## src/rtl/input_port.sv

```systemverilog
// Router input port: circular flit buffer, XY route computation and credit return.
// Optional accepted-flit statistics counter enabled by defining INPUT_PORT_STATS_EN.
module input_port #(
    parameter int unsigned DEPTH = 5,
    parameter logic [1:0]  MY_X  = 2'd0,
    parameter logic [1:0]  MY_Y  = 2'd0
) (
    input  logic        clk,
    input  logic        rst_n,
    input  logic [15:0] data_i,
    input  logic        valid_i,
    output logic [15:0] data_o,
    output logic [4:0]  req_o,
    input  logic        grant_i,
    output logic        credit_o,
    output logic        overflow_o,
    output logic [2:0]  count_o,
    output logic [15:0] flit_cnt_o
);

    localparam int unsigned   PW       = (DEPTH > 1) ? $clog2(DEPTH) : 1;
    localparam logic [PW-1:0] LAST     = PW'(DEPTH - 1);
    localparam logic [2:0]    FULL_CNT = 3'(DEPTH);

    localparam logic [1:0] IDLE  = 2'd0;
    localparam logic [1:0] ROUTE = 2'd1;
    localparam logic [1:0] REQ   = 2'd2;

    logic [15:0]   mem [DEPTH];
    logic [PW-1:0] head;
    logic [PW-1:0] tail;
    logic [2:0]    count;
    logic [2:0]    count_next;
    logic [1:0]    state;
    logic [1:0]    state_next;
    logic [4:0]    route_q;
    logic [4:0]    route_d;
    logic [15:0]   head_flit;
    logic [1:0]    dest_x;
    logic [1:0]    dest_y;
    logic          pop;
    logic          wr;
    logic          full;
    logic          drop;
    logic          credit_q;
    logic          overflow_q;

    function automatic logic [PW-1:0] adv(input logic [PW-1:0] p);
        return (p == LAST) ? '0 : p + PW'(1);
    endfunction

    // A pop in the same cycle frees the slot, so a write into a full buffer is accepted then.
    always_comb begin
        full       = (count == FULL_CNT);
        pop        = (state == REQ) && grant_i;
        wr         = valid_i && (!full || pop);
        drop       = valid_i && full && !pop;
        count_next = count + 3'(wr) - 3'(pop);
    end

    always_comb begin
        head_flit = mem[head];
        dest_x    = head_flit[15:14];
        dest_y    = head_flit[13:12];
        if (dest_x > MY_X)      route_d = 5'b00010;
        else if (dest_x < MY_X) route_d = 5'b01000;
        else if (dest_y > MY_Y) route_d = 5'b00001;
        else if (dest_y < MY_Y) route_d = 5'b00100;
        else                    route_d = 5'b10000;
    end

    always_comb begin
        state_next = state;
        case (state)
            IDLE:    if (count != '0) state_next = ROUTE;
            ROUTE:   state_next = REQ;
            REQ:     if (grant_i) state_next = (count_next != '0) ? ROUTE : IDLE;
            default: state_next = IDLE;
        endcase
    end

    always_ff @(posedge clk) begin
        if (!rst_n) begin
            head       <= '0;
            tail       <= '0;
            count      <= '0;
            state      <= IDLE;
            route_q    <= '0;
            credit_q   <= 1'b0;
            overflow_q <= 1'b0;
        end else begin
            state    <= state_next;
            count    <= count_next;
            credit_q <= pop;
            if (wr)  tail <= adv(tail);
            if (pop) head <= adv(head);
            if (drop) overflow_q <= 1'b1;
            if (state == ROUTE) route_q <= route_d;
        end
    end

    // Storage carries no reset; occupancy gates every read of it.
    always_ff @(posedge clk) begin
        if (rst_n && wr) mem[tail] <= data_i;
    end

    assign data_o     = (count != '0) ? head_flit : '0;
    assign req_o      = (state == REQ) ? route_q : '0;
    assign credit_o   = credit_q;
    assign overflow_o = overflow_q;
    assign count_o    = count;

`ifdef INPUT_PORT_STATS_EN
    logic [15:0] flit_cnt;

    always_ff @(posedge clk) begin
        if (!rst_n)
            flit_cnt <= '0;
        else if (wr && flit_cnt != '1)
            flit_cnt <= flit_cnt + 16'd1;
    end

    assign flit_cnt_o = flit_cnt;
`else
    assign flit_cnt_o = '0;
`endif

endmodule

```

## config.mk

```make
export PLATFORM = sky130hd
export DESIGN_NAME = input_port
export DESIGN_NICKNAME = d
export VERILOG_FILES = /design/src/rtl/input_port.sv
export SDC_FILE = /design/constraint.sdc
export NUM_CORES = 1
export LEC_CHECK = 0
export CAP_MARGIN = 20
export CORE_UTILIZATION = 56
export CTS_BUF_LIST = sky130_fd_sc_hd__clkbuf_2
export DETAILED_ROUTE_END_ITERATION = 12
export PLACE_DENSITY = 0.82
export SYNTH_ARGS = -nofsm -noshare
export SYNTH_HDL_FRONTEND = slang
export SYNTH_SLANG_ARGS = --single-unit
```

## constraint.sdc

```tcl
create_clock -name clk -period 4.1 [get_ports clk]
set_input_delay 1.23 -clock clk [delete_from_list [all_inputs] [get_ports clk]]
set_output_delay 1.23 -clock clk [all_outputs]
set_load 0.01 [all_outputs]
```

==> results by group, run 1 <==
Synthesis
  – Synth Area in XOR/XNOR: 0.00417
  – Simple-Gate Fraction of Synth Area: 0.0923
  – Number of flops mapped to enable cells by yosys: 80
  – Post-Syn Instances: 269
  – Yosys cell types: 47
  – Syn avg cell area: 15.6 um2
  – Ys flop type: edfxtp_1
  – Post-Synthesis Cell Area: 4200 um2
  – Yosys reg bits: 99
  – Post-synthesis adder-cell area fraction: 0.0196
  – Compound-Gate Fraction of Synth Area: 0.0506
  – Sequential area share after synthesis: 0.662
  – Synth warn: 0
  – Ys async rst share: 0
  – Main combinational cell family by area after synthesis: multiplexers
  – Post-synthesis mux area share: 0.114

Flow run
  – Number of max-cap violations: 0

Power
  – Worst VDD drop: 0.000259 V
  – Leakage: 1.61 nW
  – PwrDens: 450 nW/um2

Drt
  – Initial DRC count: 102
  – Final ANT Viol Nets: 0
  – Vias: 2,317
  – DR WL/cell: 17.2 um
  – Vias per cell: 5.41
  – Initial DRT Pass Iterations: 4
  – Drt total wl: 7370 um
  – Residual DRC count: 0

Clock tree
  – Worst skew pair latency: 0.56 ns
  – H-tree lvl count: 3
  – CTS Root Cell: clkbuf_2
  – CTS Buf Count: 9
  – # clock sinks: 99
  – Clock buffer depth: 2
  – CTS tree: done
  – Clock-pin slew on the worst setup and hold paths: 0.23 ns
  – Hold Buf Count CTS: 0

Critical path
  – Crit path kind: reg2out
  – CP Max Fanout: 14
  – Crit path required time: 2.87 ns
  – CP top delay family: flip-flops
  – Crit start category: register
  – Worst path cell trace: and2b_1 > a22oi_1 > nor3b_1 > clkdlybuf4s50_1
  – Crit path buf inv count: 1
  – Reg-to-Reg Start: state[0]$_SDFFE_PN0P_
  – Critical-path top delay cell: dfxtp_1
  – Crit-path max cell delay: 0.77 ns
  – Crit. End Element: output port
  – Reg2Reg Setup Slack: 1.50 ns
  – Worst EP arrival: 2.56 ns

Place
  – PortBufs: 43
  – DP Worst Slack: 0.220 ns
  – Placer Congestion: 0.753
  – HPWL after DPL: 4930 um

STA
  – Max-slew violations: 0
  – Fmax: 0.264 GHz
  – Minimum clock period: 3.79 ns
  – Setup WS post-layout: 0.306 ns
  – Setup_tns: 0 ns
  – Final setup viols: 0
  – RSZ-0062 raised after global routing: false
  – Tcrit/Tclk final: 0.925
  – Fin Clk Skew: 0.0350 ns
  – Relative slew slack: 0.589
  – Final Hold Fails: 0
  – Final hold slack: 0.518 ns
  – Measured slew at the worst slew-check pin: 0.615 ns

GRT
  – Total grt overflow: 0
  – First-pass GRT wire length: 11,200 um
  – Largest net degree at the start of global routing: 20
  – Vias in the first global route: 2,259
  – Initial antenna violation count: 0
  – Tot GR Track Use: 0.201

Hold path
  – Hold Path Origin: state[0]$_SDFFE_PN0P_
  – Hold crit path type: reg2reg

Floorplanning
  – Starting density of the core: 0.580
  – Die area: 7860 um2
  – Die Height: 88.6 um
  – Rows: 31
  – Core area: 7250 um2
  – IO Count: 62
  – Die width: 88.6 um

Final layout
  – Layout cell share with drive strength beyond 1: 0.167
  – Area Growth Syn to Fin: 16.0%
  – Nets: 350
  – # diodes: 0

Run status
  – Status: finished clean
cell type report:
class,instances,area [um2]
Timing Repair Buffer,55,520
Tap cell,99,124
Clock buffer,10,50.0
Multi-Input combinational cell,152,1270
Inverter,7,26.3
Sequential cell,99,2780
Fill cell,514,2380
Clock inverter,6,96.3
path summary, 6_finish.rpt:
check,to,depth (start not counted)
worst min-delay path,state[0]$_SDFFE_PN0P_,1
worst min register to register,state[0]$_SDFFE_PN0P_,1
worst max-delay path,data_o[13],4
worst max register to register,state[0]$_SDFFE_PN0P_,9
per-layer routing:
metal	track usage	up-vias	routed length (um)
met4	0.0689	0	74
met1	0.262	1148	3190
met5	0	-	0
met3	0.0494	13	289
met2	0.331	74	3820
li1	-	1082	-
power breakdown:
part	leakage, nW	switching [W]	internal (W)
combinational	0.647	0.000233	0.000246
clock	0.0846	0.000324	0.000212
sequential	0.880	0.0000409	0.00114
total	1.61	0.000598	0.00160
kinds of logic (layout without fill, tap and decap cells):
logic type | Yosys count | after routing
buffers and inverters | 35 | 78
AND/OR/NAND/NOR | 67 | 67
multiplexers | 33 | 33
flip-flops | 99 | 99
XOR/XNOR | 2 | 2
other | 1 | 18
adder cells (fa/ha/maj) | 6 | 6
AO/OA/AOI/OAI | 26 | 26
cell usage after synthesis, types with 2 or more instances:
master | number | area [um2]
o21a_1 | 2 | 15.0
buf_2 | 2 | 10.0
dfxtp_1 | 19 | 380
buf_4 | 19 | 143
nor3b_1 | 2 | 15.0
nor2_1 | 17 | 63.8
nor2b_1 | 9 | 56.3
and2_1 | 8 | 50.1
nor4b_1 | 4 | 35.0
o21ai_0 | 4 | 20.0
edfxtp_1 | 80 | 2400
a211oi_2 | 3 | 37.5
a21boi_0 | 2 | 15.0
nand2b_1 | 3 | 18.8
mux4_2 | 12 | 270
a22oi_1 | 2 | 15.0
clkbuf_1 | 4 | 15.0
inv_1 | 7 | 26.3
a21oi_1 | 5 | 25.0
nand2_1 | 8 | 30.0
ha_1 | 5 | 62.6
buf_6 | 2 | 22.5
nor3_1 | 5 | 25.0
mux2i_1 | 21 | 210
a21boi_1 | 2 | 15.0
stage by stage:
step           utilization  area [um2]  std cells  power, W
2_1_floorplan            -        4270        286   0.00147
3_3_place_gp         0.652        4730        412   0.00167
3_5_place_dp         0.652        4730        412   0.00168
4_1_cts              0.672        4870        428   0.00221
5_1_grt              0.672        4880        428   0.00229
6_report             0.672        4880        428   0.00219
placed cells by master, fill, tap and decap left out, types with 2 or more instances in the layout:
master           Yosys  final
and2_1               8      8
dfxtp_1             19     18
nor4b_1              4      4
nand2b_1             3      3
a21boi_0             2      2
nor3_2               1      5
clkdlybuf4s50_1      0     43
mux4_2              12     12
inv_1                7      7
a22oi_1              2      2
clkbuf_2             0     10
buf_4               19     12
bufinv_16            0      2
a211oi_2             3      3
conb_1               1     18
nor2b_1              9      9
a21boi_1             2      2
edfxtp_1            80     80
o21a_1               2      2
mux2i_1             21     21
o21ai_0              4      4
a21oi_1              5      5
nor4_2               1      2
ha_1                 5      5
nor3b_1              2      2
nand2_1              8      8
nor2_1              17     17
sequential cells by signal, summed over array words and instances, names as in the netlist, named ones only:
name,cells
count_o,3
credit_o,1
head,3
mem,80
overflow_o,1
route_q,3
state,2
tail,3
timing repair:
item / CTS / global route
endpoints found under the hold margin: 0 / 0
gates resized for setup: 0 / 1
buffers inserted: 0 / 0
setup endpoints to repair: 0 / 1
No activity file was read; power rests on OpenSTA's default activity.
==> run 2, diff against run 1 <==
--- a/config.mk
+++ b/config.mk
@@ -5,6 +5,7 @@
 export SDC_FILE = /design/constraint.sdc
 export NUM_CORES = 1
 export LEC_CHECK = 0
+export ABC_CLOCK_PERIOD_IN_PS = 4100
 export CAP_MARGIN = 20
 export CORE_UTILIZATION = 56
 export CTS_BUF_LIST = sky130_fd_sc_hd__clkbuf_2
==> results of run 2 <==
No change in the layout: final DEF, timing and power equal those of run 1.
==> run 3, diff against run 2 <==
--- a/config.mk
+++ b/config.mk
@@ -7,10 +7,12 @@
 export LEC_CHECK = 0
 export ABC_CLOCK_PERIOD_IN_PS = 4100
 export CAP_MARGIN = 20
+export CORE_MARGIN = 1.5
 export CORE_UTILIZATION = 56
 export CTS_BUF_LIST = sky130_fd_sc_hd__clkbuf_2
+export CTS_CLUSTER_DIAMETER = 30
 export DETAILED_ROUTE_END_ITERATION = 12
-export PLACE_DENSITY = 0.82
+export PLACE_DENSITY = 0.85
 export SYNTH_ARGS = -nofsm -noshare
 export SYNTH_HDL_FRONTEND = slang
 export SYNTH_SLANG_ARGS = --single-unit
==> results by group, run 3 (synthesis results as in run 1) <==
STA
  – Fmax: 0.265 GHz (+0.43%)
  – Tcrit/Tclk final: 0.921 (-0.00400)
  – Setup WS post-layout: 0.323 ns (+0.0164 ns)
  – RSZ-0062 raised after global routing: false
  – Setup_tns: 0 ns (unchanged)
  – Final setup viols: 0 (unchanged)
  – Final hold slack: 0.494 ns (-0.0243 ns)
  – Max-slew violations: 0 (unchanged)
  – Final Hold Fails: 0 (unchanged)
  – Fin Clk Skew: 0.0421 ns (+0.00709 ns)
  – Minimum clock period: 3.78 ns (-0.0164 ns)

Drt
  – Vias per cell: 5.36 (-1.0%)
  – Initial DRC count: 137 (+34%)
  – Residual DRC count: 0 (unchanged)
  – Vias: 2,277 (-1.7%)
  – Drt total wl: 7140 um (-3.2%)
  – Final ANT Viol Nets: 0 (unchanged)
  – Initial DRT Pass Iterations: 4 (unchanged)
  – DR WL/cell: 16.8 um (-2.5%)

Floorplanning
  – Die Height: 89.6 um (+1.1%)
  – Starting density of the core: 0.580 (unchanged)
  – IO Count: 62 (unchanged)
  – Core area: 7250 um2 (unchanged)
  – Die area: 8040 um2 (+2.3%)
  – Rows: 31 (unchanged)
  – Die width: 89.6 um (+1.1%)

Clock tree
  – CTS Root Cell: clkbuf_2
  – CTS Buf Count: 9 (unchanged)
  – Clock-pin slew on the worst setup and hold paths: 0.25 ns (+0.02 ns)
  – Clock buffer depth: 2 (unchanged)
  – CTS tree: done
  – H-tree lvl count: 3 (unchanged)
  – Worst skew pair latency: 0.59 ns (+0.03 ns)
  – Hold Buf Count CTS: 0 (unchanged)
  – # clock sinks: 99 (unchanged)

Critical path
  – Critical-path top delay cell: mux4_2
  – CP Max Fanout: 22 (+8)
  – CP top delay family: buffers and inverters
  – Crit path kind: reg2out
  – Reg2Reg Setup Slack: 1.54 ns (+0.04 ns)
  – Worst EP arrival: 2.55 ns (about the same)
  – Crit-path max cell delay: 0.56 ns (-0.21 ns)
  – Crit start category: register
  – Crit path required time: 2.87 ns (about the same)
  – Crit path buf inv count: 2 (+1)
  – Crit. End Element: output port
  – Worst path cell trace: buf_4 > mux4_2 > mux2i_1 > nor2_1 > clkdlybuf4s50_1

GRT
  – Initial antenna violation count: 0 (unchanged)
  – Total grt overflow: 0 (unchanged)
  – First-pass GRT wire length: 11,000 um (-2.2%)
  – Vias in the first global route: 2,157 (-4.5%)
  – Largest net degree at the start of global routing: 23 (+15%)
  – Tot GR Track Use: 0.191 (-0.00928)

Final layout
  – # diodes: 0 (unchanged)
  – Fill count: 519 (+0.97%)
  – Area Growth Syn to Fin: 14.7%
  – Seq. cell area: 2790 um2 (about the same)
  – Largest register by flop count: mem
  – Nets: 347 (-0.86%)
  – Layout cell share with drive strength beyond 1: 0.163 (-0.00460)
  – Commonest non-fill, non-tap cells in the layout: 80 x edfxtp_1, 43 x clkdlybuf4s50_1, 21 x mux2i_1, 18 x conb_1
  – Most common cell after layout, fill and taps aside: edfxtp_1
  – Max reg flops: 80 (unchanged)
  – Multi-input gate area: 1270 um2 (unchanged)

Place
  – DP Worst Slack: 0.235 ns (+0.0148 ns)
  – PortBufs: 43 (unchanged)
  – HPWL after DPL: 4740 um (-3.9%)
  – Placer Congestion: 0.752 (-0.12%)

Power
  – PwrDens: 435 nW/um2 (-3.3%)
  – Sw Ratio: 0.295 (+0.0223)
  – Switching power: 0.000618 W (+3.4%)
  – Worst VDD drop: 0.000282 V (+9.0%)
  – Int Pwr: 0.00148 W (-7.3%)
  – Clock Power Share: 0.212 (-0.032)
  – Leakage: 1.58 nW (-1.8%)
  – Part of the power in combinational logic: 0.228 (+0.010)
  – Register share of total power: 0.560 (+0.023)

Hold path
  – Hold crit path type: reg2reg

Run status
  – Status: finished clean

Flow run
  – Number of max-cap violations: 0 (unchanged)
==> run 3: cell type report <==
cell class,count,share of cell area
clock buffer,9,0.00934
clock inverter,7,0.0140
inverter,7,0.00545
multi-input combinational,152,0.264
sequential,99,0.578
tap,99,0.0257
timing repair buffer,52,0.103
==> run 3: per-layer routing <==
layer	up-vias	track usage	wire [um]
met5	-	0	0
met4	0	0.0615	88
met3	10	0.0512	366
li1	1074	-	-
met2	65	0.312	3640
met1	1128	0.253	3040
==> run 3: final timing paths <==
kind,start,end,depth (start not counted)
worst max-delay path,register,data_o[3],5
worst max register to register,state[0]$_SDFFE_PN0P_,state[0]$_SDFFE_PN0P_,9
worst min register to register,state[0]$_SDFFE_PN0P_,state[0]$_SDFFE_PN0P_,1
worst min-delay path,state[0]$_SDFFE_PN0P_,state[0]$_SDFFE_PN0P_,1
==> run 3: timing repair <==
| item | 4_1_cts | 5_1_grt |
|---|---|---|
| endpoints found under the setup margin | 0 | 4 |
| setup buffers | 0 | 0 |
| gates resized for setup | 0 | 2 |
==> run 3: through the flow <==
stage	area (um2)	total power, W	util	cells
2_1_floorplan	4270	0.00147	-	286
4_1_cts	4820	0.00211	0.664	425
3_5_place_dp	4710	0.00168	0.649	409
5_1_grt	4820	0.00220	0.665	425
3_3_place_gp	4710	0.00166	0.649	409
6_report	4820	0.00210	0.665	425
==> run 3: power by group through the flow <==
stage / combinational, W / sequential, W / clock, W
2_1_floorplan: 0.000278 / 0.00119 / 0
6_report: 0.000478 / 0.00118 / 0.000444
4_1_cts: 0.000485 / 0.00118 / 0.000451
3_3_place_gp: 0.000468 / 0.00119 / 0
5_1_grt: 0.000524 / 0.00118 / 0.000495
3_5_place_dp: 0.000483 / 0.00120 / 0
